==> config.mk <==
export PLATFORM = sky130hd
export DESIGN_NAME = rnf_txreq
export DESIGN_NICKNAME = d
export VERILOG_FILES = /design/src/rtl/rnf_txreq_pkg.sv /design/src/rtl/rnf_txnid_pool.sv /design/src/rtl/rnf_txreq.sv
export SDC_FILE = /design/constraint.sdc
export NUM_CORES = 1
export LEC_CHECK = 0
export ABC_AREA = 1
export CAP_MARGIN = 20
export CORE_MARGIN = 10
export CORE_UTILIZATION = 36
export DETAILED_ROUTE_END_ITERATION = 12
export PLACE_DENSITY = 0.77
export SYNTH_ARGS = -nofsm -noshare
export SYNTH_HDL_FRONTEND = slang
export SYNTH_HIERARCHICAL = 1
export SYNTH_SLANG_ARGS = --single-unit
==> constraint.sdc <==
create_clock -name clock -period 2.19 [get_ports clock]
set_input_delay 0.3285 -clock clock [delete_from_list [all_inputs] [get_ports clock]]
set_output_delay 0.3285 -clock clock [all_outputs]
set_load 0.005 [all_outputs]
==> src/rtl/rnf_txreq_pkg.sv <==
// Shared CHI definitions for the RN-F request path: REQ flit layout, node IDs,
// credit defaults and link-activation states.
package rnf_txreq_pkg;

  localparam int numCreditsForHNReq [1] = '{8};
  localparam int RNId [1] = '{3};
  localparam int HNId [1] = '{12};

  typedef struct packed {
    logic [3:0]  qos;
    logic [6:0]  tgt_id;
    logic [6:0]  src_id;
    logic [7:0]  txn_id;
    logic [5:0]  opcode;
    logic [2:0]  size;
    logic [31:0] addr;
  } reqflit_t;

  typedef enum logic [1:0] {
    LINK_STOP,
    LINK_ACTIVATE,
    LINK_RUN,
    LINK_DEACTIVATE
  } link_state_t;

endpackage

==> src/rtl/rnf_txnid_pool.sv <==
// TxnID allocator: busy bitmap with lowest-free selection. A release only
// frees its id for the following cycle, since selection looks at the registered bitmap.
module rnf_txnid_pool #(
  parameter int NUM_TXN = 8
) (
  input  logic       clock,
  input  logic       reset,
  input  logic       alloc,
  input  logic       release_valid,
  input  logic [7:0] release_id,
  output logic [7:0] alloc_id,
  output logic       full
);

  logic [NUM_TXN-1:0] busy_q;
  logic [NUM_TXN-1:0] alloc_mask;
  logic [NUM_TXN-1:0] release_mask;
  logic               release_ok;

  always_comb begin
    alloc_id = '0;
    for (int i = NUM_TXN - 1; i >= 0; i--) begin
      if (!busy_q[i]) alloc_id = 8'(i);
    end
  end

  assign full = &busy_q;

  always_comb begin
    alloc_mask   = '0;
    release_mask = '0;
    release_ok   = 1'b0;
    for (int i = 0; i < NUM_TXN; i++) begin
      if (alloc && !full && (alloc_id == 8'(i))) alloc_mask[i] = 1'b1;
      if (release_valid && (release_id == 8'(i)) && busy_q[i]) begin
        release_mask[i] = 1'b1;
        release_ok      = 1'b1;
      end
    end
  end

  always_ff @(posedge clock) begin
    if (!reset) begin
      busy_q <= '0;
    end else begin
      busy_q <= (busy_q | alloc_mask) & ~release_mask;
      if (release_valid) begin
        assert (release_ok) else $error("txnid release of idle or out-of-range id %0d", release_id);
      end
    end
  end

endmodule

==> src/rtl/rnf_txreq.sv <==
// RN-F TX REQ link stage: link activation FSM, link-credit counter, TxnID
// allocation and a one-cycle registered flit launch.
module rnf_txreq
  import rnf_txreq_pkg::*;
#(
  parameter int MAX_CRD = numCreditsForHNReq[0],
  parameter int NUM_TXN = numCreditsForHNReq[0],
  parameter int RN_ID   = RNId[0],
  parameter int HN_ID   = HNId[0]
) (
  input  logic                         clock,
  input  logic                         reset,
  input  logic                         link_en,
  input  reqflit_t                     req_flit,
  input  logic                         req_valid,
  output logic                         req_ready,
  output logic [7:0]                   req_txnid,
  input  logic                         txn_done_valid,
  input  logic [7:0]                   txn_done_id,
  output logic                         TXLINKACTIVEREQ,
  input  logic                         TXLINKACTIVEACK,
  output reqflit_t                     TXREQFLIT,
  output logic                         TXREQFLITV,
  output logic                         TXREQFLITPEND,
  input  logic                         TXREQLCRDV,
  output logic [$clog2(MAX_CRD+1)-1:0] credit_cnt
);

  localparam int CRD_W = $clog2(MAX_CRD + 1);

  link_state_t      state;
  logic             link_req_q;
  logic [CRD_W-1:0] crd_q;
  logic             pool_full;
  logic [7:0]       alloc_id;
  logic             can_send;
  logic             accept;
  logic             crd_inc;
  reqflit_t         stamped;
  reqflit_t         flit_p1;
  logic             vld_p1;

  function automatic logic [CRD_W-1:0] crd_sat_inc(input logic [CRD_W-1:0] c);
    return (c == CRD_W'(MAX_CRD)) ? c : c + 1'b1;
  endfunction

  assign can_send = (state == LINK_RUN) && (crd_q != '0) && !pool_full;
  assign accept   = req_valid && can_send;
  assign crd_inc  = TXREQLCRDV && (state != LINK_STOP);

  rnf_txnid_pool #(.NUM_TXN(NUM_TXN)) u_pool (
    .clock         (clock),
    .reset         (reset),
    .alloc         (accept),
    .release_valid (txn_done_valid),
    .release_id    (txn_done_id),
    .alloc_id      (alloc_id),
    .full          (pool_full)
  );

  always_ff @(posedge clock) begin
    if (!reset) begin
      state      <= LINK_STOP;
      link_req_q <= 1'b0;
    end else begin
      case (state)
        LINK_STOP: if (link_en) begin
          state      <= LINK_ACTIVATE;
          link_req_q <= 1'b1;
        end
        LINK_ACTIVATE: if (TXLINKACTIVEACK) state <= LINK_RUN;
        LINK_RUN: if (!link_en) begin
          state      <= LINK_DEACTIVATE;
          link_req_q <= 1'b0;
        end
        LINK_DEACTIVATE: if (!TXLINKACTIVEACK) state <= LINK_STOP;
        default: begin
          state      <= LINK_STOP;
          link_req_q <= 1'b0;
        end
      endcase
    end
  end

  // Credits granted to a link that has gone back to STOP are forfeit.
  always_ff @(posedge clock) begin
    if (!reset) begin
      crd_q <= '0;
    end else if ((state == LINK_DEACTIVATE) && !TXLINKACTIVEACK) begin
      crd_q <= '0;
    end else if (crd_inc && !accept) begin
      assert (crd_q != CRD_W'(MAX_CRD)) else $error("link credit overflow");
      crd_q <= crd_sat_inc(crd_q);
    end else if (!crd_inc && accept) begin
      crd_q <= crd_q - 1'b1;
    end
  end

  always_comb begin
    stamped        = req_flit;
    stamped.txn_id = alloc_id;
    stamped.src_id = 7'(RN_ID);
    stamped.tgt_id = 7'(HN_ID);
  end

  // Stage p1: launch register, valid for exactly the cycle after accept.
  always_ff @(posedge clock) begin
    if (!reset) begin
      vld_p1  <= 1'b0;
      flit_p1 <= '0;
    end else begin
      vld_p1 <= accept;
      if (accept) flit_p1 <= stamped;
    end
  end

  assign req_ready       = can_send;
  assign TXREQFLITPEND   = can_send;
  assign req_txnid       = alloc_id;
  assign TXLINKACTIVEREQ = link_req_q;
  assign TXREQFLIT       = flit_p1;
  assign TXREQFLITV      = vld_p1;
  assign credit_cnt      = crd_q;

endmodule
==> results.ini, run 1 <==
[floorplanning]
start_util_pct = 37.5
io_pins = 165
coreArea_sq_mm = 0.00834
die_x_um = 113
number_of_rows_in_the_core_area = 33
dieArea_sq_mm = 0.0128
die_y_um = 113

[sta]
timing_worst_slew_pin_value_ns = 0.549
finalCritPeriodShare_pct = 95.6
fmax_mhz = 478
finalHoldViolCount = 0
timing.clock.skew_ns = 0.00823
finalWorstSetupSlack_ns = 0.0966
rsz_0062_raised_after_global_routing = false
slew-limit-headroom_pct = 63.4
final-max-slew-violation-count = 0
finalWorstPathRequiredPeriod_ns = 2.09
setup-tns-final_ns = 0
timing.final.setup_violations = 0

[drt]
route.detailed.vias_per_inst = 4.60
detail-route-antenna-nets = 0
drt_first_iter_violations = 156
routed-via-count = 2986
routedWlPerCell_um = 14.2
route.final.wire_length_um = 9190
drc = 0
first_pass_iters = 4

[critical_path]
worstPathCellList = inv_2 > ha_2 > inv_2 > nor2_4 > nand2_1 > inv_1 > clkdlybuf4s50_1
cp_data_arrival_time_ns = 1.76
crit_path_max_incr_delay_ns = 0.51
worst_path_max_delay_cell = sky130_fd_sc_hd__clkdlybuf4s50_1
critical_path_class = flop to output pin
cp-end-kind = output pin
r2r_end = credit_cnt[3]
critical_path_peak_fanout = 4
regToRegSetupSlack_ns = 0.25
timing.critical_path.required_ns = 1.86
reg2reg_from = u_pool/busy_q[1]
crit_top_cell = sky130_fd_sc_hd__inv_2
reg2reg_depth = 15
worstSetupStartpointType = flop

[finish]
num-nets-final = 629
drive_above_1_share_pct = 9.56
antennaDiodeCount = 0
postLayoutCoreUtil_pct = 54.9
growth_of_design_area_from_synthesis_to_finish_pct = 46.5
final_common_cell = sky130_fd_sc_hd__nand2_1
most-common-layout-cells = sky130_fd_sc_hd__nand2_1 (145), sky130_fd_sc_hd__clkdlybuf4s50_1 (126), sky130_fd_sc_hd__dfxtp_1 (65)

[grt]
grt_start_max_net_pins = 36
vias_in_the_first_global_route = 2895
groute.usage.overall_pct = 13.5
grt_antenna_before_repair = 0
grt_pass1_wl_um = 14400
globalRouteOverflowTotal = 0

[clock_network]
clock_latency_ns = 0.34
cts_made_buffers = 9
cts-root-buf = sky130_fd_sc_hd__clkbuf_8
path_clk_slew_ns = 0.07
clock-sinks = 70
tritoncts_clock_tree = done
htree_num_levels = 3
ctsLongestPathBuffers = 2

[yosys]
synth-async-reset-ratio_pct = 0
synth_sequential_area_ratio_pct = 44.8
yosys.area.top_type = sky130_fd_sc_hd__dfxtp_1
post_synth.cell_area_avg_sq_um = 7.50
ys_dominant_reg_cell = sky130_fd_sc_hd__dfxtp_1
synth.top_cells.by_area = sky130_fd_sc_hd__dfxtp_1 (45%), sky130_fd_sc_hd__nand2_1 (18%), sky130_fd_sc_hd__a21oi_1 (10%), sky130_fd_sc_hd__buf_4 (5.8%), sky130_fd_sc_hd__ha_1 (2.8%)
post-synth-top-area-fraction_pct = 44.8
yosys_register_bits = 70
synthesized_area_sq_mm = 0.00313
count_of_cell_types_in_the_netlist = 31
yosys_warnings = 6
synthCells = 417
synth-edff-count = 0

[pwr]
leakage_nw = 1.69
power.ir.vdd_worst_uv = 301
p_int_mw = 2.14
power.share.combinational_pct = 23.8
clock_power_share_pct = 29.2
power.switching_fraction_pct = 29.0
relative_contribution_of_sequential_cells_to_total_power_pct = 47.0
power.net_switching_mw = 0.873
power_mw = 3.01
power.density_cell_area_mw_per_mm2 = 658

[placement]
gp_routability_congestion = 0.848
place_hpwl_um = 6920
placement.setup.worst_slack_ns = 0.148
port_buffers = 127

[status]
outcome = complete, no violations

[hold_path]
holdCritStartpoint = TXREQFLIT[32]
hold_path_end = TXREQFLIT[32]
worst_hold_path_type = flop to flop
timing.hold.worst_path_depth = 2

[run]
max_cap_violations = 0

registers in the layout, summed over array words and instances, names as in the netlist:
| name | cells |
|---|---|
| state | 2 |
| TXLINKACTIVEREQ | 1 |
| credit_cnt | 4 |
| TXREQFLITV | 1 |
| TXREQFLIT | 54 |
| u_pool/busy_q | 8 |
critical path, delay by kind of cell (launching register included):
family / cells / cell delay [ns]
adder cells (fa/ha/maj): 1 / 0.19
buffers and inverters: 4 / 0.72
flip-flops: 1 / 0.34
AND/OR/NAND/NOR: 2 / 0.17
per-stage QoR:
stage,instances,hold WS (ns),area (sq um)
6_report,649,0.463,4580
5_1_grt,649,0.483,4580
4_1_cts,648,0.466,4540
3_5_place_dp,632,0.455,4380
3_3_place_gp,632,0.449,4380
2_1_floorplan,430,0.446,3180
Yosys cell counts, types with 2 or more instances:
cell type                    n
sky130_fd_sc_hd__a211oi_1    3
sky130_fd_sc_hd__a21oi_1    63
sky130_fd_sc_hd__buf_2       2
sky130_fd_sc_hd__buf_4      24
sky130_fd_sc_hd__buf_6       5
sky130_fd_sc_hd__clkbuf_1    4
sky130_fd_sc_hd__conb_1      2
sky130_fd_sc_hd__dfxtp_1    70
sky130_fd_sc_hd__ha_1        7
sky130_fd_sc_hd__inv_1      23
sky130_fd_sc_hd__inv_2       6
sky130_fd_sc_hd__nand2_1   146
sky130_fd_sc_hd__nand2_2     4
sky130_fd_sc_hd__nand3_1    12
sky130_fd_sc_hd__nand4_1     3
sky130_fd_sc_hd__nor2_1     19
sky130_fd_sc_hd__nor2_2      3
sky130_fd_sc_hd__nor2_4      3
sky130_fd_sc_hd__nor3_1      2
sky130_fd_sc_hd__nor3_2      2
sky130_fd_sc_hd__o21ai_0     4
repair_timing:
action                                  CTS  global route
gates resized for setup                   0            11
endpoints found under the setup margin    0             6
setup buffers                             0             1
hold buffers                              0             0
how the worst max path moves through the flow:
stage / from / to / cells past startpoint / slack [ns]
3_5_place_dp: u_pool/busy_q[1] / credit_cnt[3] / 15 / 0.15
4_1_cts: state[0] / req_ready / 7 / 0.003
3_3_place_gp: TXREQLCRDV / credit_cnt[3] / 12 / 0.16
2_1_floorplan: u_pool/busy_q[0] / credit_cnt[3] / 17 / 0.08
6_report: state[0] / req_ready / 7 / 0.1
5_1_grt: u_pool/busy_q[1] / credit_cnt[3] / 15 / 0.003
cells by family after synthesis:
logic type | synth area share (%)
other | 0.240
DFF | 44.8
AOI/OAI and AO/OA | 11.9
xor gates and xnor gates | 0.280
adders and majority gates | 3.44
and+or+nand+nor | 27.2
buffers and inverters | 12.2
power groups by stage:
stage / registers, mW / logic, mW / clock network [mW]
finish: 1.41 / 0.718 / 0.880
global route: 1.43 / 0.801 / 0.981
CTS: 1.41 / 0.710 / 0.918
detailed placement: 1.44 / 0.707 / 0
global placement: 1.43 / 0.688 / 0
floorplan: 1.44 / 0.388 / 0
area by class of cell:
class,count,area (sq um)
Multi-Input combinational cell,294,1420
Clock inverter,4,23.8
Tap cell,105,131
Fill cell,778,3760
Inverter,30,115
Sequential cell,70,1410
Clock buffer,12,135
Timing Repair Buffer,134,1350
layer usage:
metal	global-route usage (%)	vias to the layer above	share of wire (%)
met3	6.92	10	11
li1	-	1530	-
met2	21.4	111	47
met1	15.4	1335	41
met5	0	-	0
met4	4.57	0	0.97
Power figures use the tool's default switching activity.
==> run 2: changes to the inputs <==
--- a/config.mk
+++ b/config.mk
@@ -5,10 +5,9 @@
 export SDC_FILE = /design/constraint.sdc
 export NUM_CORES = 1
 export LEC_CHECK = 0
-export ABC_AREA = 1
 export CAP_MARGIN = 20
 export CORE_MARGIN = 10
-export CORE_UTILIZATION = 36
+export CORE_UTILIZATION = 35
 export DETAILED_ROUTE_END_ITERATION = 12
 export PLACE_DENSITY = 0.77
 export SYNTH_ARGS = -nofsm -noshare
==> run 2 against run 1 <==
Effect of this change: clock power up 27%; power up 23%; worst hold slack worse by 0.0092 ns; area after synthesis decreased by 4.0%; first-iteration DRC count decreased by 49%; utilization is 1.7 points higher; wire length decreased by 2.9%; global-route usage increased by 0.052 points; largest power group unchanged.
==> results.ini, run 2 <==
[yosys]
synthCells = 369  ; -12%
count_of_cell_types_in_the_netlist = 43  ; +39%
synth-async-reset-ratio_pct = 0  ; unchanged
synthesized_area_sq_mm = 0.00300  ; -4.0%
post_synth.cell_area_avg_sq_um = 8.13  ; +8.4%
synth.most_common_cell = sky130_fd_sc_hd__nand2_1
synth.top_cells.by_area = sky130_fd_sc_hd__dfxtp_1 (47%), sky130_fd_sc_hd__nand2_1 (15%), sky130_fd_sc_hd__a21oi_1 (9.7%), sky130_fd_sc_hd__buf_4 (4.8%), sky130_fd_sc_hd__ha_1 (2.9%)
yosys_warnings = 6  ; unchanged
synth_sequential_area_ratio_pct = 46.7  ; +1.9 points
yosys_register_bits = 70  ; unchanged
yosys.area.top_type = sky130_fd_sc_hd__dfxtp_1
ys_dominant_reg_cell = sky130_fd_sc_hd__dfxtp_1
synth.cells.most_frequent = sky130_fd_sc_hd__nand2_1 (119), sky130_fd_sc_hd__dfxtp_1 (70), sky130_fd_sc_hd__a21oi_1 (58)
post-synth-top-area-fraction_pct = 46.7  ; +1.9 points
synth-edff-count = 0  ; unchanged

[placement]
gp_routability_congestion = 0.788  ; -7.1%
placed_area_sq_mm = 0.00445  ; +1.6%
placement.setup.worst_slack_ns = -0.000825  ; -0.148 ns
place_hpwl_um = 6710  ; -3.1%
port_buffers = 127  ; unchanged
dpl.cell_count = 601  ; -4.9%

[hold_path]
holdCritStartpoint = TXREQFLIT[32]
timing.hold.worst_path_depth = 2  ; unchanged
worst_hold_path_type = flop to flop

[floorplanning]
number_of_rows_in_the_core_area = 33  ; unchanged
dieArea_sq_mm = 0.0127  ; -1.1%
start_util_pct = 36.2  ; -1.3 points
die_y_um = 113  ; -0.54%
coreArea_sq_mm = 0.00830  ; -0.50%
die_x_um = 113  ; -0.54%
io_pins = 165  ; unchanged

[sta]
slew-limit-headroom_pct = 58.2  ; -5.2 points
rsz_0062_raised_after_global_routing = true
timing.final.setup_violations = 0  ; unchanged
final-max-slew-violation-count = 0  ; unchanged
finalWorstSetupSlack_ns = 0.0419  ; -0.0546 ns
fmax_mhz = 466  ; -2.5%
finalHoldViolCount = 0  ; unchanged
setup-tns-final_ns = 0  ; unchanged
timing.clock.skew_ns = 0.0119  ; +0.00365 ns
finalCritPeriodShare_pct = 98.1  ; +2.5 points
finalWorstPathRequiredPeriod_ns = 2.15  ; +0.0546 ns
timing_worst_slew_pin_value_ns = 0.628  ; +0.0791 ns

[critical_path]
startpoint = credit_cnt[1]
worstPathCellList = or4_4 > a21oi_4 > inv_4 > ha_4 > nand3_2 > and3_4 > a22o_1 > a211oi_1
critPathTopFamily = simple AND/OR/NAND/NOR gates
cp_data_arrival_time_ns = 2.40  ; +0.64 ns
timing.critical_path.required_ns = 2.44  ; +0.58 ns
critical_path_peak_fanout = 3  ; -1
timing.critical_path.depth = 8  ; +1
crit_buf_inv = 1  ; -3
reg2reg_from = credit_cnt[1]
worstSetupStartpointType = flop
critical_path_class = flop to flop
worst_path_max_delay_cell = sky130_fd_sc_hd__or4_4
crit_path_max_incr_delay_ns = 0.57  ; +0.06 ns
cp-end-kind = flop
reg2reg_depth = 8  ; -7

[finish]
final_cells = 617  ; -4.9%
num-nets-final = 597  ; -5.1%
growth_of_design_area_from_synthesis_to_finish_pct = 56.6
final_common_cell = sky130_fd_sc_hd__clkdlybuf4s50_1
postLayoutCellArea_sq_mm = 0.00470  ; +2.6%
fillerInstances = 751  ; -3.5%
largest_reg_flops = 54  ; unchanged
drive_above_1_share_pct = 12.9  ; +3.3 points
antennaDiodeCount = 0  ; unchanged
most-common-layout-cells = sky130_fd_sc_hd__clkdlybuf4s50_1 (124), sky130_fd_sc_hd__nand2_1 (119), sky130_fd_sc_hd__dfxtp_1 (61)

[clock_network]
ctsLongestPathBuffers = 2  ; unchanged
htree_num_levels = 3  ; unchanged
tritoncts_clock_tree = done
clock_latency_ns = 0.34  ; about the same
path_clk_slew_ns = 0.08  ; about the same
post_cts.repair.setup_buffers = 0  ; unchanged
clock-sinks = 70  ; unchanged
cts_made_buffers = 9  ; unchanged
holdBufCountCts = 0  ; unchanged
cts-root-buf = sky130_fd_sc_hd__clkbuf_8

[drt]
routedWlPerCell_um = 14.5  ; +2.1%
route.detailed.vias_per_inst = 4.65  ; +1.1%
first_pass_iters = 4  ; unchanged
wl_met1_um = 3640  ; -3.7%
dr_wl_met3_um = 903  ; -8.2%
drt_first_iter_violations = 80  ; -49%
top_layer = met4
met2_length_um = 4290  ; -0.90%
routed-via-count = 2870  ; -3.9%
drc = 0  ; unchanged
route.final.wire_length_um = 8920  ; -2.9%
detail-route-antenna-nets = 0  ; unchanged

[pwr]
power.ir.vdd_worst_uv = 300  ; -0.38%
leakage_nw = 1.76  ; +4.4%
power.density_cell_area_mw_per_mm2 = 790  ; +20%

[run]
max_cap_violations = 0  ; unchanged

[grt]
globalRouteOverflowTotal = 0  ; unchanged
grt_pass1_wl_um = 14400  ; about the same
groute.usage.overall_pct = 13.6  ; +0.052 points
grt_start_max_net_pins = 59  ; +64%
grt_antenna_before_repair = 0  ; unchanged
vias_in_the_first_global_route = 2877  ; -0.62%

[status]
outcome = complete, no violations

[run 2: cell count changes in the layout (fill, tap and decap cells not counted), sizes merged, moves of 5 or more]
cell | before | now
nand2 | 150 | 120
nand3 | 14 | 4
a31oi | 1 | 6
buf | 7 | 24
inv | 30 | 10
mux2i | 0 | 6
nor2 | 25 | 9
[run 2: power breakdown]
group          switching, mW  internal, mW  total [mW]
clock network          0.490         0.629        1.12
logic                  0.512         0.636        1.15
registers             0.0606          1.38        1.44
total                   1.06          2.65        3.71
[run 2: cells by family (layout without fill, tap and decap cells)]
group,after synthesis,after routing,share of synthesized area (%)
buffers and inverters,47,177,8.92
DFF,70,70,46.7
and+or+nand+nor,151,151,22.1
other,2,15,0.250
adders and majority gates,8,8,3.59
xor gates and xnor gates,1,1,0.292
muxes,6,6,2.00
AOI/OAI and AO/OA,84,84,16.1
[run 2: timing repair]
item	CTS	global route
cloned	0	0
endpoints found under the setup margin	2	6
pin swaps	0	4
resized for setup	3	13
[run 2: layout make-up]
class                      count  area [sq um]  share of cell area [%]
timing repair buffer         151          1460                    31.0
multi-input combinational    265          1440                    30.6
sequential                    70          1420                    30.2
clock buffer                  12           166                    3.54
tap                          105           131                    2.80
clock inverter                 4          52.6                    1.12
inverter                      10          40.0                   0.852
[run 2: metal layers]
metal	track usage, %	up-vias
li1	-	1471
met1	15.0	1293
met2	22.4	99
met3	6.55	7
met4	4.48	0
met5	0	-
[run 2: worst paths after layout]
check	end	slack, ns
worst min register to register	TXREQFLIT[32]	0.45
worst min-delay path	TXREQFLIT[32]	0.45
worst max-delay path	credit_cnt[3]	0.04
worst max register to register	credit_cnt[3]	0.04
[run 2: stage by stage]
stage | power (mW) | util (%) | hold slack [ns]
2_1_floorplan | 2.08 | - | 0.453
3_3_place_gp | 2.57 | 53.7 | 0.441
3_5_place_dp | 2.61 | 53.7 | 0.446
4_1_cts | 3.75 | 56.3 | 0.456
5_1_grt | 3.94 | 56.6 | 0.474
6_report | 3.71 | 56.6 | 0.454
[run 2: worst min-delay path, delay by kind of cell, from the launching register on]
family | cells | cell delay [ns]
AO/OA/AOI/OAI | 1 | 0.05
flip-flops | 1 | 0.31
AND/OR/NAND/NOR | 1 | 0.05
==> run 3: changes to the inputs <==
--- a/config.mk
+++ b/config.mk
@@ -6,9 +6,11 @@
 export NUM_CORES = 1
 export LEC_CHECK = 0
 export CAP_MARGIN = 20
+export CORE_ASPECT_RATIO = 2
 export CORE_MARGIN = 10
 export CORE_UTILIZATION = 35
 export DETAILED_ROUTE_END_ITERATION = 12
+export GPL_ROUTABILITY_DRIVEN = 0
 export PLACE_DENSITY = 0.77
 export SYNTH_ARGS = -nofsm -noshare
 export SYNTH_HDL_FRONTEND = slang
==> run 3 against run 2 <==
Effect of this change: utilization grew 1.4 points; critical path type unchanged; highest routed layer unchanged; clock power grew 37%; setup slack gained 0.022 ns; via count grew 4.3%.
==> results.ini, run 3 (synthesis results as in run 2) <==
[sta]
finalCritPeriodShare_pct = 97.1  ; -0.99 points
finalWorstSetupSlack_ns = 0.0637  ; +0.0217 ns
final.hold.worst_slack_ns = 0.453  ; -0.000435 ns
finalHoldViolCount = 0  ; unchanged
timing.clock.skew_ns = 0.00662  ; -0.00526 ns
final-max-slew-violation-count = 0  ; unchanged
timing.final.setup_violations = 0  ; unchanged
finalWorstPathRequiredPeriod_ns = 2.13  ; -0.0217 ns
rsz_0062_raised_after_global_routing = true
setup-tns-final_ns = 0  ; unchanged
fmax_mhz = 470  ; +1.0%

[critical_path]
worstSetupStartpointType = flop
reg2reg_from = state[0]
timing.critical_path.required_ns = 2.44  ; about the same
critical_path_peak_fanout = 4  ; +1
cp-end-kind = flop
startpoint = state[0]
reg2reg_depth = 10  ; +2
r2r_end = credit_cnt[3]
regToRegSetupSlack_ns = 0.06  ; +0.02 ns
cp_data_arrival_time_ns = 2.37  ; -0.03 ns
critical_path_class = flop to flop
cp-endpoint = credit_cnt[3]

[finish]
final_cells = 613  ; -0.65%
drive_above_1_share_pct = 13.8  ; +0.90 points
antennaDiodeCount = 0  ; unchanged
final_common_cell = sky130_fd_sc_hd__clkdlybuf4s50_1
growth_of_design_area_from_synthesis_to_finish_pct = 61.5
largest_reg_flops = 54  ; unchanged
num-nets-final = 600  ; +0.50%
most-common-layout-cells = sky130_fd_sc_hd__clkdlybuf4s50_1 (124), sky130_fd_sc_hd__nand2_1 (119), sky130_fd_sc_hd__dfxtp_1 (62)

[grt]
grt_antenna_before_repair = 0  ; unchanged
grt_pass1_wl_um = 15300  ; +6.3%
grt_start_max_net_pins = 33  ; -44%
vias_in_the_first_global_route = 3067  ; +6.6%
groute.usage.overall_pct = 14.8  ; +1.3 points
globalRouteOverflowTotal = 0  ; unchanged

[pwr]
power.ir.vdd_worst_uv = 507  ; +69%
power_mw = 4.19  ; +13%
leakage_nw = 1.82  ; +3.7%
power.density_cell_area_mw_per_mm2 = 865  ; +9.5%

[drt]
detail-route-antenna-nets = 0  ; unchanged
drc = 0  ; unchanged
route.detailed.vias_per_inst = 4.88  ; +4.9%
first_pass_iters = 7  ; +3
routedWlPerCell_um = 15.7  ; +8.7%
route.final.wire_length_um = 9630  ; +8.0%
routed-via-count = 2992  ; +4.3%
drt_first_iter_violations = 129  ; +61%

[placement]
dpl.cell_count = 596  ; -0.83%
place_hpwl_um = 7680  ; +15%
placement.setup.worst_slack_ns = -0.0338  ; -0.0330 ns
port_buffers = 127  ; unchanged

[clock_network]
tritoncts_clock_tree = done
cts-root-buf = sky130_fd_sc_hd__clkbuf_16
clock_latency_ns = 0.33  ; about the same
holdBufCountCts = 0  ; unchanged
ctsLongestPathBuffers = 2  ; unchanged
path_clk_slew_ns = 0.06  ; -0.02 ns
htree_num_levels = 3  ; unchanged
clock-sinks = 70  ; unchanged
cts_made_buffers = 9  ; unchanged

[hold_path]
worst_hold_path_type = flop to flop

[floorplanning]
start_util_pct = 35.9  ; -0.22 points
number_of_rows_in_the_core_area = 47  ; +42%
dieArea_sq_mm = 0.0129  ; +1.8%
io_pins = 165  ; unchanged
die_x_um = 85.5  ; -24%
coreArea_sq_mm = 0.00835  ; +0.62%
die_y_um = 151  ; +34%

[run]
max_cap_violations = 0  ; unchanged

[status]
outcome = complete, no violations

[run 3: area by class of cell]
| cell class | instances | area (sq um) |
|---|---|---|
| Fill cell | 756 | 3510 |
| Sequential cell | 70 | 1410 |
| Clock inverter | 7 | 98.8 |
| Inverter | 10 | 37.5 |
| Multi-Input combinational cell | 265 | 1470 |
| Timing Repair Buffer | 154 | 1480 |
| Clock buffer | 9 | 225 |
| Tap cell | 98 | 123 |
[run 3: stage by stage]
stage,area (sq um),util (%)
after floorplan,3100,-
after global placement,4460,53.4
after detailed placement,4460,53.4
after CTS,4800,57.5
after global routing,4840,58.0
final,4840,58.0
[run 3: worst min-delay path by stage]
stage	startpoint	endpoint	slack [ns]	depth (start not counted)
6_report	TXREQFLIT[5]	TXREQFLIT[5]	0.45	2
5_1_grt	TXREQFLIT[2]	TXREQFLIT[2]	0.47	2
4_1_cts	TXREQFLIT[21]	TXREQFLIT[21]	0.45	2
3_5_place_dp	TXREQFLIT[21]	TXREQFLIT[21]	0.45	2
3_3_place_gp	TXREQFLIT[46]	TXREQFLIT[46]	0.44	2
2_1_floorplan	TXREQFLIT[0]	TXREQFLIT[0]	0.45	2
[run 3: timing repair]
action	in CTS	in global routing
gates resized for setup	5	13
setup endpoints to repair	4	6
hold endpoints to repair	0	0
setup buffers	1	0
pin swaps	1	5
[run 3: power by group]
| part | internal, mW | total [mW] | switching [mW] |
|---|---|---|---|
| Combinational | 0.662 | 1.21 | 0.543 |
| Clock | 0.999 | 1.53 | 0.535 |
| Sequential | 1.39 | 1.45 | 0.0623 |
[run 3: worst max-delay path, stage by stage, from the launching register on]
cell	delay [ns]
sky130_fd_sc_hd__dfxtp_2	0.35
sky130_fd_sc_hd__inv_1	0.09
sky130_fd_sc_hd__ha_1	0.25
sky130_fd_sc_hd__nand2b_1	0.21
sky130_fd_sc_hd__a21oi_4	0.15
sky130_fd_sc_hd__inv_2	0.09
sky130_fd_sc_hd__ha_4	0.30
sky130_fd_sc_hd__nand3_4	0.09
sky130_fd_sc_hd__and3_4	0.16
sky130_fd_sc_hd__a22o_1	0.21
sky130_fd_sc_hd__a211oi_2	0.15
[run 3: metal layers]
layer	track usage, %	part of all wire [%]	up-vias
met5	0	0	-
met4	9.19	4.5	0
met3	4.68	7.1	26
met2	28.1	56	122
met1	12.9	32	1366
li1	-	-	1478
